### src/rtl/microcode_sequencer_if.sv
// Micro-op type shared by the sequencer, its micro-ROM and the decoder,
// plus the bus interface between the sequencer and its environment.
// The master modport is the sequencer side; the slave modport is the ROM/CPU side.

package microcode_pkg;

  typedef enum logic [5:0] {
    ENDMICRO   = 6'd0,
    PC_to_MAR  = 6'd1,
    RAM_to_IR  = 6'd2,
    INC_PC     = 6'd3,
    HLT_CLK    = 6'd4,
    WAIT_GPU   = 6'd5,
    WAIT_DD    = 6'd6,
    WAIT_MT    = 6'd7,
    WAIT_UT    = 6'd8,
    WAIT_FT    = 6'd9,
    START_GPU  = 6'd10,
    START_DD   = 6'd11,
    START_MT   = 6'd12,
    START_UT   = 6'd13,
    START_FT   = 6'd14,
    RAM_to_A   = 6'd15,
    A_to_B     = 6'd16,
    B_to_A     = 6'd17,
    A_to_RAM   = 6'd18,
    ALU_ADD    = 6'd19,
    ALU_SUB    = 6'd20,
    A_to_MAR   = 6'd21
  } Microcode_enum;

endpackage

interface microcode_sequencer_if #(
  parameter int OPCODE_W = 8,
  parameter int STEP_W   = 4
);
  import microcode_pkg::*;

  logic [OPCODE_W-1:0]        opcode;
  Microcode_enum              rom_uop;
  logic                       gpu_busy;
  logic                       dd_busy;
  logic                       ms_busy;
  logic                       us_busy;
  logic                       ft_busy;
  logic                       resume;
  logic [OPCODE_W+STEP_W-1:0] rom_addr;
  Microcode_enum              current_microcode;
  logic                       in_fetch;
  logic                       halted;
  logic                       ucode_overflow;
  logic                       wdog_err;

  modport master (
    input  opcode, rom_uop, gpu_busy, dd_busy, ms_busy, us_busy, ft_busy, resume,
    output rom_addr, current_microcode, in_fetch, halted, ucode_overflow, wdog_err
  );

  modport slave (
    output opcode, rom_uop, gpu_busy, dd_busy, ms_busy, us_busy, ft_busy, resume,
    input  rom_addr, current_microcode, in_fetch, halted, ucode_overflow, wdog_err
  );

endinterface

### src/rtl/microcode_sequencer.sv
// Microcode sequencer: hard-wired three-cycle fetch (F0..F2) followed by
// execute steps read from an external combinational micro-ROM at {opcode, step}.
// WAIT_* micro-ops stall until the matching unit is idle; HLT_CLK parks the
// sequencer in HALT until resume. A step wrap without ENDMICRO sets the sticky
// ucode_overflow flag.
// Optional feature macro: SEQ_WATCHDOG_EN -- bounds a single stall to
// WDOG_CYCLES cycles, abandons the instruction and sets the sticky wdog_err.

module microcode_sequencer
  import microcode_pkg::*;
#(
  parameter int OPCODE_W    = 8,
  parameter int STEP_W      = 4,
  parameter int WDOG_CYCLES = 4096
) (
  input  logic                     clk,
  input  logic                     n_rst,
  microcode_sequencer_if.master    bus
);

  typedef enum logic [2:0] {
    S_RST  = 3'd0,
    S_F0   = 3'd1,
    S_F1   = 3'd2,
    S_F2   = 3'd3,
    S_EXEC = 3'd4,
    S_HALT = 3'd5
  } state_t;

  localparam logic [STEP_W-1:0] STEP_MAX  = {STEP_W{1'b1}};
  localparam logic [STEP_W-1:0] STEP_ZERO = {STEP_W{1'b0}};

  state_t              r_state;
  state_t              w_state_nxt;
  logic [STEP_W-1:0]   r_step;
  logic [STEP_W-1:0]   w_step_nxt;
  logic                r_ovf;
  logic                w_ovf_nxt;
  logic                w_is_wait;
  logic                w_wait_busy;
  logic                w_stall;
  logic                w_wdog_trip;

  // Pick the busy flag belonging to the current WAIT_* op; other flags are never looked at
  always_comb begin
    w_is_wait   = 1'b0;
    w_wait_busy = 1'b0;
    case (bus.rom_uop)
      WAIT_GPU: begin w_is_wait = 1'b1; w_wait_busy = bus.gpu_busy; end
      WAIT_DD:  begin w_is_wait = 1'b1; w_wait_busy = bus.dd_busy;  end
      WAIT_MT:  begin w_is_wait = 1'b1; w_wait_busy = bus.ms_busy;  end
      WAIT_UT:  begin w_is_wait = 1'b1; w_wait_busy = bus.us_busy;  end
      WAIT_FT:  begin w_is_wait = 1'b1; w_wait_busy = bus.ft_busy;  end
      default:  begin w_is_wait = 1'b0; w_wait_busy = 1'b0;         end
    endcase
  end

  // A stall only exists while a WAIT_* op is actually being executed
  assign w_stall = (r_state == S_EXEC) && w_is_wait && w_wait_busy;

`ifdef SEQ_WATCHDOG_EN
  localparam int WDOG_W = $clog2(WDOG_CYCLES + 1);

  logic [WDOG_W-1:0] r_wdog_cnt;
  logic              r_wdog_err;

  // Trip on the WDOG_CYCLES-th consecutive stalled cycle of one WAIT
  assign w_wdog_trip = w_stall && (r_wdog_cnt == WDOG_W'(WDOG_CYCLES - 1));

  // Stall length counter and sticky watchdog flag
  always_ff @(posedge clk or negedge n_rst) begin
    if (!n_rst) begin
      r_wdog_cnt <= {WDOG_W{1'b0}};
      r_wdog_err <= 1'b0;
    end else if (w_wdog_trip) begin
      r_wdog_cnt <= {WDOG_W{1'b0}};
      r_wdog_err <= 1'b1;
    end else if (w_stall) begin
      r_wdog_cnt <= r_wdog_cnt + WDOG_W'(1);
    end else begin
      r_wdog_cnt <= {WDOG_W{1'b0}};
    end
  end

  assign bus.wdog_err = r_wdog_err;
`else
  logic w_unused_wdog;

  // Without the watchdog a stall lasts as long as the unit stays busy
  assign w_wdog_trip   = 1'b0;
  assign w_unused_wdog = (WDOG_CYCLES == 0);
  assign bus.wdog_err  = 1'b0;
`endif

  // State, step and sticky overflow registers
  always_ff @(posedge clk or negedge n_rst) begin
    if (!n_rst) begin
      r_state <= S_RST;
      r_step  <= STEP_ZERO;
      r_ovf   <= 1'b0;
    end else begin
      r_state <= w_state_nxt;
      r_step  <= w_step_nxt;
      r_ovf   <= w_ovf_nxt;
    end
  end

  // Next-state and step sequencing
  always_comb begin
    w_state_nxt = r_state;
    w_step_nxt  = r_step;
    w_ovf_nxt   = r_ovf;
    case (r_state)
      S_RST: begin
        w_state_nxt = S_F0;
        w_step_nxt  = STEP_ZERO;
      end
      S_F0: begin
        w_state_nxt = S_F1;
      end
      S_F1: begin
        w_state_nxt = S_F2;
      end
      S_F2: begin
        w_state_nxt = S_EXEC;
        w_step_nxt  = STEP_ZERO;
      end
      S_EXEC: begin
        if (bus.rom_uop == ENDMICRO) begin
          w_state_nxt = S_F0;
          w_step_nxt  = STEP_ZERO;
        end else if (bus.rom_uop == HLT_CLK) begin
          w_state_nxt = S_HALT;
          w_step_nxt  = STEP_ZERO;
        end else if (w_wdog_trip) begin
          // Abandon the stuck instruction and fetch the next one
          w_state_nxt = S_F0;
          w_step_nxt  = STEP_ZERO;
        end else if (w_stall) begin
          w_step_nxt  = r_step;
        end else if (r_step == STEP_MAX) begin
          // Last step executed without ENDMICRO: wrap to fetch and flag it
          w_state_nxt = S_F0;
          w_step_nxt  = STEP_ZERO;
          w_ovf_nxt   = 1'b1;
        end else begin
          w_step_nxt  = r_step + STEP_W'(1);
        end
      end
      S_HALT: begin
        if (bus.resume) begin
          w_state_nxt = S_F0;
          w_step_nxt  = STEP_ZERO;
        end else begin
          w_state_nxt = S_HALT;
        end
      end
      default: begin
        w_state_nxt = S_RST;
        w_step_nxt  = STEP_ZERO;
      end
    endcase
  end

  // Micro-op and status outputs decoded from state (EXEC passes the ROM through)
  always_comb begin
    bus.current_microcode = ENDMICRO;
    bus.in_fetch          = 1'b0;
    bus.halted            = 1'b0;
    case (r_state)
      S_F0: begin
        bus.current_microcode = PC_to_MAR;
        bus.in_fetch          = 1'b1;
      end
      S_F1: begin
        bus.current_microcode = RAM_to_IR;
        bus.in_fetch          = 1'b1;
      end
      S_F2: begin
        bus.current_microcode = INC_PC;
        bus.in_fetch          = 1'b1;
      end
      S_EXEC: begin
        bus.current_microcode = bus.rom_uop;
      end
      S_HALT: begin
        bus.current_microcode = HLT_CLK;
        bus.halted            = 1'b1;
      end
      default: begin
        bus.current_microcode = ENDMICRO;
      end
    endcase
  end

  assign bus.rom_addr       = {bus.opcode, r_step};
  assign bus.ucode_overflow = r_ovf;

endmodule
### src/flat_wrapper.sv
// flat-port wrapper written by rule: the top's interface ports become plain ports
module microcode_sequencer_flat import microcode_pkg::*;
#(
  parameter int OPCODE_W    = 8,
  parameter int STEP_W      = 4,
  parameter int WDOG_CYCLES = 4096
)
  (clk, n_rst, bus_opcode, bus_rom_uop, bus_gpu_busy, bus_dd_busy, bus_ms_busy, bus_us_busy, bus_ft_busy, bus_resume, bus_rom_addr, bus_current_microcode, bus_in_fetch, bus_halted, bus_ucode_overflow, bus_wdog_err);
  microcode_sequencer_if #(.OPCODE_W(OPCODE_W), .STEP_W(STEP_W)) bus_i ();
  input  logic clk;
  input  logic n_rst;
  input wire logic [$bits(bus_i.opcode)-1:0] bus_opcode;
  input wire logic [$bits(bus_i.rom_uop)-1:0] bus_rom_uop;
  input wire logic [$bits(bus_i.gpu_busy)-1:0] bus_gpu_busy;
  input wire logic [$bits(bus_i.dd_busy)-1:0] bus_dd_busy;
  input wire logic [$bits(bus_i.ms_busy)-1:0] bus_ms_busy;
  input wire logic [$bits(bus_i.us_busy)-1:0] bus_us_busy;
  input wire logic [$bits(bus_i.ft_busy)-1:0] bus_ft_busy;
  input wire logic [$bits(bus_i.resume)-1:0] bus_resume;
  output wire logic [$bits(bus_i.rom_addr)-1:0] bus_rom_addr;
  output wire logic [$bits(bus_i.current_microcode)-1:0] bus_current_microcode;
  output wire logic [$bits(bus_i.in_fetch)-1:0] bus_in_fetch;
  output wire logic [$bits(bus_i.halted)-1:0] bus_halted;
  output wire logic [$bits(bus_i.ucode_overflow)-1:0] bus_ucode_overflow;
  output wire logic [$bits(bus_i.wdog_err)-1:0] bus_wdog_err;
  assign bus_i.opcode = bus_opcode;
  assign bus_i.rom_uop = bus_rom_uop;
  assign bus_i.gpu_busy = bus_gpu_busy;
  assign bus_i.dd_busy = bus_dd_busy;
  assign bus_i.ms_busy = bus_ms_busy;
  assign bus_i.us_busy = bus_us_busy;
  assign bus_i.ft_busy = bus_ft_busy;
  assign bus_i.resume = bus_resume;
  assign bus_rom_addr = bus_i.rom_addr;
  assign bus_current_microcode = bus_i.current_microcode;
  assign bus_in_fetch = bus_i.in_fetch;
  assign bus_halted = bus_i.halted;
  assign bus_ucode_overflow = bus_i.ucode_overflow;
  assign bus_wdog_err = bus_i.wdog_err;
  microcode_sequencer #(.OPCODE_W(OPCODE_W), .STEP_W(STEP_W), .WDOG_CYCLES(WDOG_CYCLES)) u_core (.clk(clk), .n_rst(n_rst), .bus(bus_i));
endmodule
### config.mk
export PLATFORM = sky130hd
export DESIGN_NAME = microcode_sequencer_flat
export DESIGN_NICKNAME = d
export VERILOG_FILES = /design/src/rtl/microcode_sequencer_if.sv /design/src/rtl/microcode_sequencer.sv /design/src/flat_wrapper.sv
export SDC_FILE = /design/constraint.sdc
export NUM_CORES = 1
export LEC_CHECK = 0
export BUFFER_PORTS_ARGS = -buffer_cell sky130_fd_sc_hd__buf_4
export CAP_MARGIN = 20
export CORE_MARGIN = 1
export CORE_UTILIZATION = 42
export CTS_BUF_LIST = sky130_fd_sc_hd__clkbuf_4 sky130_fd_sc_hd__clkbuf_8 sky130_fd_sc_hd__clkbuf_16
export DETAILED_ROUTE_END_ITERATION = 12
export PLACE_DENSITY = 0.78
export SYNTH_ARGS = -nofsm -noshare
export SYNTH_HDL_FRONTEND = slang
export SYNTH_SLANG_ARGS = --single-unit
### constraint.sdc
create_clock -name clk -period 2.6 [get_ports clk]
set_clock_uncertainty 0.15 [all_clocks]
set_input_delay 0 -clock clk [delete_from_list [all_inputs] [get_ports clk]]
set_output_delay 0 -clock clk [all_outputs]
set_load 0.01 [all_outputs]
Word level (Yosys, flattened, before mapping)
Cells that the tools add are included.
Widths: inputs -> output; s select.
{"block": "op_classes", "add_sub_neg": 1, "eq_ne": 15, "n_mux": 17, "n_bitwise": 4, "n_reduce_logical": 10}
{"operator": "$pmux 6 s5", "n": 1}
{"operator": "$eq 6x3->1 const B", "n": 4}
{"operator": "$mux 4", "n": 5}
{"operator": "$pmux 3 s6", "n": 1}
{"operator": "$mux 3", "n": 5}
{"operator": "$eq 6x4->1 const B", "n": 2}
{"operator": "$pmux 4 s3", "n": 1}
{"operator": "$ne 4x4->1 const B", "n": 2}
{"operator": "$eq 3x2->1 const B", "n": 2}
{"operator": "$eq 3x3->1 const B", "n": 2}
{"operator": "$logic_not 6->1", "n": 1}
{"operator": "$pmux 1 s5", "n": 1}
{"operator": "$reduce_and 5->1", "n": 1}
{"operator": "$reduce_or 5->1", "n": 1}
{"operator": "$add 4x1->4 const B", "n": 1}
{"operator": "$eq 4x4->1 const B", "n": 1}
{"operator": "$not 1->1", "n": 4}
{"operator": "$eq 3x1->1 const B", "n": 1}
{"operator": "$logic_not 3->1", "n": 1}
{"operator": "$mux 1", "n": 3}
{"operator": "$reduce_and 3->1", "n": 1}
{"operator": "$reduce_or 3->1", "n": 1}
{"operator": "$logic_and 1x1->1", "n": 2}
{"operator": "$ne 2x2->1 const B", "n": 1}
{"operator": "2 further kinds", "n": 2}
{"block": "word_totals", "regBits": 8, "input_bits": 22, "out_inout_bits": 22, "wordCells": 50}

Depth between registers and ports, before layout
{"block": "logic_depth", "depth_word": 9, "mapped_depth": 6, "mapped_depth_nobuf": 6}

Least setup slack after synthesis
No wires, ideal clock.
{"block": "synth_path", "kind": "flip-flop to flip-flop", "start": "register u_core.r_state[0]", "end": "register u_core.r_step[0]", "arrival_time_ns": 1.557, "slack_ns": 0.768, "stages_incl_launch_ff": 7, "n_path_buf": 1, "period_less_slack_ns": 1.832, "cell_sequence": "dfrtp_1 -> buf_2 -> nor4_1 -> nand2_1 -> a31oi_2 -> nand2b_4 -> mux2_2"}
{"block": "synth_via", "elab_chain_cells": 5}
{"element": "start, declared", "line": "microcode_sequencer.sv:33", "rtl": "state_t r_state;"}
{"element": "start signal, assigned", "line": "microcode_sequencer.sv:102", "rtl": "r_state <= w_state_nxt;"}
{"element": "$eq 3x3->1", "line": "microcode_sequencer.sv:59, microcode_sequencer.sv:113"}
{"element": "$logic_and 1x1->1 (2 in series)", "line": "microcode_sequencer.sv:59", "rtl": "assign w_stall = (r_state == S_EXEC) && w_is_wait && w_wait_busy;"}
{"element": "$ne 4x4->1 (no line)"}
{"element": "$reduce_and 3->1 (no line)"}
{"element": "end signal, assigned", "line": "microcode_sequencer.sv:103", "rtl": "r_step <= w_step_nxt;"}
{"element": "end, declared", "line": "microcode_sequencer.sv:35", "rtl": "logic [STEP_W-1:0] r_step;"}
Parallel ways exist; a longest one is shown, timed or not.
A chain may end at the register's enable or synchronous reset.

Worst setup path in the final report
{"block": "layout_path", "start": "register u_core.r_state[2]", "end": "output port bus_current_microcode[5]"}
{"block": "layout_via", "elab_chain_cells": 2}
{"element": "$eq 3x3->1, or another cell as far along", "line": "microcode_sequencer.sv:170", "rtl": "case (r_state)"}
{"element": "$pmux 6 s5 (*)", "line": "microcode_sequencer.sv:170"}
{"element": "end, declared", "line": "flat_wrapper.sv:21", "rtl": "output wire logic [$bits(bus_i.current_microcode)-1:0] bus_current_microcode;"}
Every way passes the cells marked *; elsewhere a longest branch is shown, timed or not.

==> key figures <==
Die
  – DIE HEIGHT: 44.1 µm
  – Full die area: 1940 µm²
  – Die Width: approximately 44 µm
  – Row Count: 14
  – CORE AREA: 1580 µm²
  – I/O Pins: 44
  – Starting Density: 47.1%

Timing
  – Max-slew violation total from the final report: 0
  – Maximum operating frequency: approximately 0.49 GHz
  – RSZ-0062 raised after global routing: no
  – Final setup margin: 0.567 ns
  – Setup TNS: 0 ns
  – Final hold viol count: 0
  – Post-layout min period: 2.03 ns
  – Final setup viols: 0
  – Fin crit share: between 70 and 80%

Clocking
  – CTS clk-pin slew, worst paths: approximately 0.060 ns
  – Clock Tree Buf Depth: 2
  – Total CTS buffers: 3
  – Root Buffer: clkbuf_4
  – Clock Latency Late Sink: 0.26 ns
  – CTS Sinks: 8
  – CTS tree: built
  – H-tree depth: 1

Synthesis
  – Synth Area in Adders: 5.05%
  – Synth Register Bits: 8
  – Synth area leader: dfrtp_1
  – Avg Synthesized Cell Area: roughly 8.5 µm²
  – Simple-gate share of the synthesized area: 24.2%
  – Synth top area cells: dfrtp_1 (27%), buf_4 (9.1%), ha_1 (5.1%), mux2_1 (3.0%), nor2_1 (3.0%)
  – Top cell type's share of synthesized area: a little over a quarter
  – Netlist cell types: 40
  – Synthesized Nets: around 110
  – Main combinational cell family by area after synthesis: simple AND/OR/NAND/NOR gates
  – Seq/Total Area, Yosys: between 20% and 30%
  – Mux cell area share after synthesis: 5.89%
  – Mapped Area: between 700 and 800 µm²
  – Synth Instances: between 80 and 90
  – Xor/xnor share of the synthesized area: 1.18%
  – Compound-gate portion of the synthesized area: 23.1%
  – Yosys warnings: 0

Global route
  – GRT Resource Usage Total: between 10% and 20%
  – Met1 track demand over resource: 25.5%
  – Grt ovf: 0
  – Largest net degree at the start of global routing: 13
  – First-pass GRT wire length: 2.77 mm
  – Met3 Use GR: around 3.7%
  – Global Route met2 Usage: between 30 and 40%
  – Vias in the first global route: about 660
  – Busiest grt layer: met2
  – Initial antenna violation count: 0

Critical path
  – Crit path DAT: 1.88 ns
  – Crit path capture type: output port
  – Worst EP required: approximately 2.5 ns
  – Critical path class: reg2out
  – CP Launch Type: flip-flop
  – CP Max Fanout: 10

Power
  – P_leak: 0.000464 µW
  – Worst vdd rail ir drop: 0.407 mV
  – Pwr Density: 808 nW/µm²
  – Sw Ratio: 44.5%
  – Pint: 451 µW
  – Clock power frac: 12.2%
  – Net switching power: 362 µW
  – Share of power burned in registers: 25.1%
  – Comb power frac: 62.7%

Place
  – Placed cells: 118
  – IO Port Bufs: 26
  – DP Wirelength: 1.38 mm
  – Gpl congestion: ~0.84
  – Pre-CTS WS: 0.673 ns
  – Post-DP Area: 883 µm²

Detailed routing
  – Post-route ant nets: 0
  – Routed wire length: 1.75 mm
  – Routed len/inst: between 10 and 15 µm
  – Via count: 722
  – DR vias/cell: 5.51
  – Initial DRT Pass Iterations: 6
  – Starting DRT DRC Count: 24
  – # DRC: 0

Job
  – MaxCap Viol Count: 0

Finish
  – Area grow syn2layout: 35.4%
  – Non-Filler Instances: 131
  – Final nets: 142
  – Most frequent cells in the layout: buf_4 (27), dlygate4sd3_1 (10), dfrtp_1 (8)
  – Final Core Density: 63.8%
  – Filler cells: ~150
  – Antenna diodes: 0
  – Commonest non-fill, non-tap cell in the layout: buf_4
  – Layout cells sized above 1: 33.9%
  – Layout Cell Area excl Fill: approximately 1000 µm²

Worst hold path
  – Hold crit path type: in2reg

Run status
  – Status: completed
## synth_stat cells
| master | count |
|---|---|
| a21boi_1 | 1 |
| ha_1 | 3 |
| buf_2 | 3 |
| a31oi_2 | 1 |
| a2111oi_2 | 1 |
| nand2_1 | 5 |
| mux2i_1 | 1 |
| o211ai_2 | 1 |
| nor3b_1 | 1 |
| inv_1 | 2 |
| a22oi_1 | 1 |
| nand2b_1 | 2 |
| o32a_1 | 1 |
| a21oi_1 | 1 |
| o41ai_1 | 1 |
| inv_2 | 2 |
| o21bai_1 | 1 |
| o22ai_1 | 2 |
| or4_4 | 1 |
| nor3_1 | 3 |
| nand4_1 | 1 |
| o21a_1 | 1 |
| o31ai_1 | 2 |
| o21ai_1 | 4 |
| o21bai_2 | 1 |
| buf_4 | 9 |
| nand3_1 | 4 |
| dfrtp_1 | 8 |
| nor2b_1 | 2 |
| nor2_1 | 6 |
| and2_1 | 3 |
| nor4_1 | 2 |
| conb_1 | 1 |
| nand4b_1 | 1 |
| nand2b_4 | 1 |
| a2bb2oi_1 | 1 |
| mux2_1 | 2 |
| mux2_2 | 1 |
| xnor2_1 | 1 |
| o21ai_0 | 2 |
## cells by family (layout without fill, tap and decap cells)
group / Yosys count / after routing
AOI/OAI and AO/OA: 22 / 22
xor gates and xnor gates: 1 / 1
adders and majority gates: 3 / 3
buffers and inverters: 16 / 44
DFF: 8 / 8
muxes: 4 / 4
other: 1 / 1
and+or+nand+nor: 32 / 32
## metrics by stage
step | hold WS [ns] | power (µW)
after detailed placement | -0.323 | 700
final | 0.0306 | 812
after floorplan | -0.446 | 551
after CTS | 0.0427 | 815
after global routing | 0.0871 | 877
after global placement | -0.327 | 684
## what timing repair did
action                    CTS  global route
hold buffers               10             0
hold endpoints to repair   16             0
gates resized for setup     0             0
setup buffers               0             0
## per-layer routing
metal,part of all wire (%),wire length (µm)
met5,0,0
met1,44,780
met4,0.68,12
met2,51,900
met3,3.4,59
## final cells by class
| type | instances | area [µm²] | share of cell area, % |
|---|---|---|---|
| clock buffer | 3 | 22.5 | 2.24 |
| inverter | 4 | 15.0 | 1.49 |
| multi-input combinational | 63 | 445 | 44.3 |
| sequential | 8 | 200 | 19.9 |
| tap | 16 | 20.0 | 1.99 |
| timing repair buffer | 37 | 303 | 30.1 |
## sequential cells by signal, indices dropped and copies added (netlist names)
signal                     count
u_core.r_step                  4
u_core.bus.ucode_overflow      1
u_core.r_state                 3
## path summary, 6_finish.rpt
path / from / to / slack (ns) / depth (start not counted)
hold / removal: bus_rom_uop[4] / u_core.bus.ucode_overflow$_DFFE_PN0P_ / 0.03 / 5
max in group asynchronous: n_rst / u_core.r_step[0]$_DFFE_PN0P_ / 1.47 / 3
min in group asynchronous: n_rst / u_core.r_state[2]$_DFFE_PN0P_ / 0.56 / 3
setup / recovery: u_core.r_state[2]$_DFFE_PN0P_ / bus_current_microcode[5] / 0.57 / 5
hold reg to reg: u_core.bus.ucode_overflow$_DFFE_PN0P_ / u_core.bus.ucode_overflow$_DFFE_PN0P_ / 0.35 / 1
setup reg to reg: u_core.r_state[0]$_DFFE_PN0P_ / u_core.r_step[0]$_DFFE_PN0P_ / 0.66 / 5
## power by group through the flow
stage                     clock (µW)  combinational, µW  sequential, µW
after floorplan                    0                374             176
after detailed placement           0                493             207
after global routing             108                557             213
final                           99.3                509             204
after global placement             0                478             205
after CTS                        101                510             204
## critical path, stage by stage (launching register included)
cell and delay, ns:
dfrtp_1 0.52, inv_2 0.09, ha_1 0.35, nor4_1 0.33, and2_1 0.20, buf_4 0.12
(Power assumes the default switching activity.)
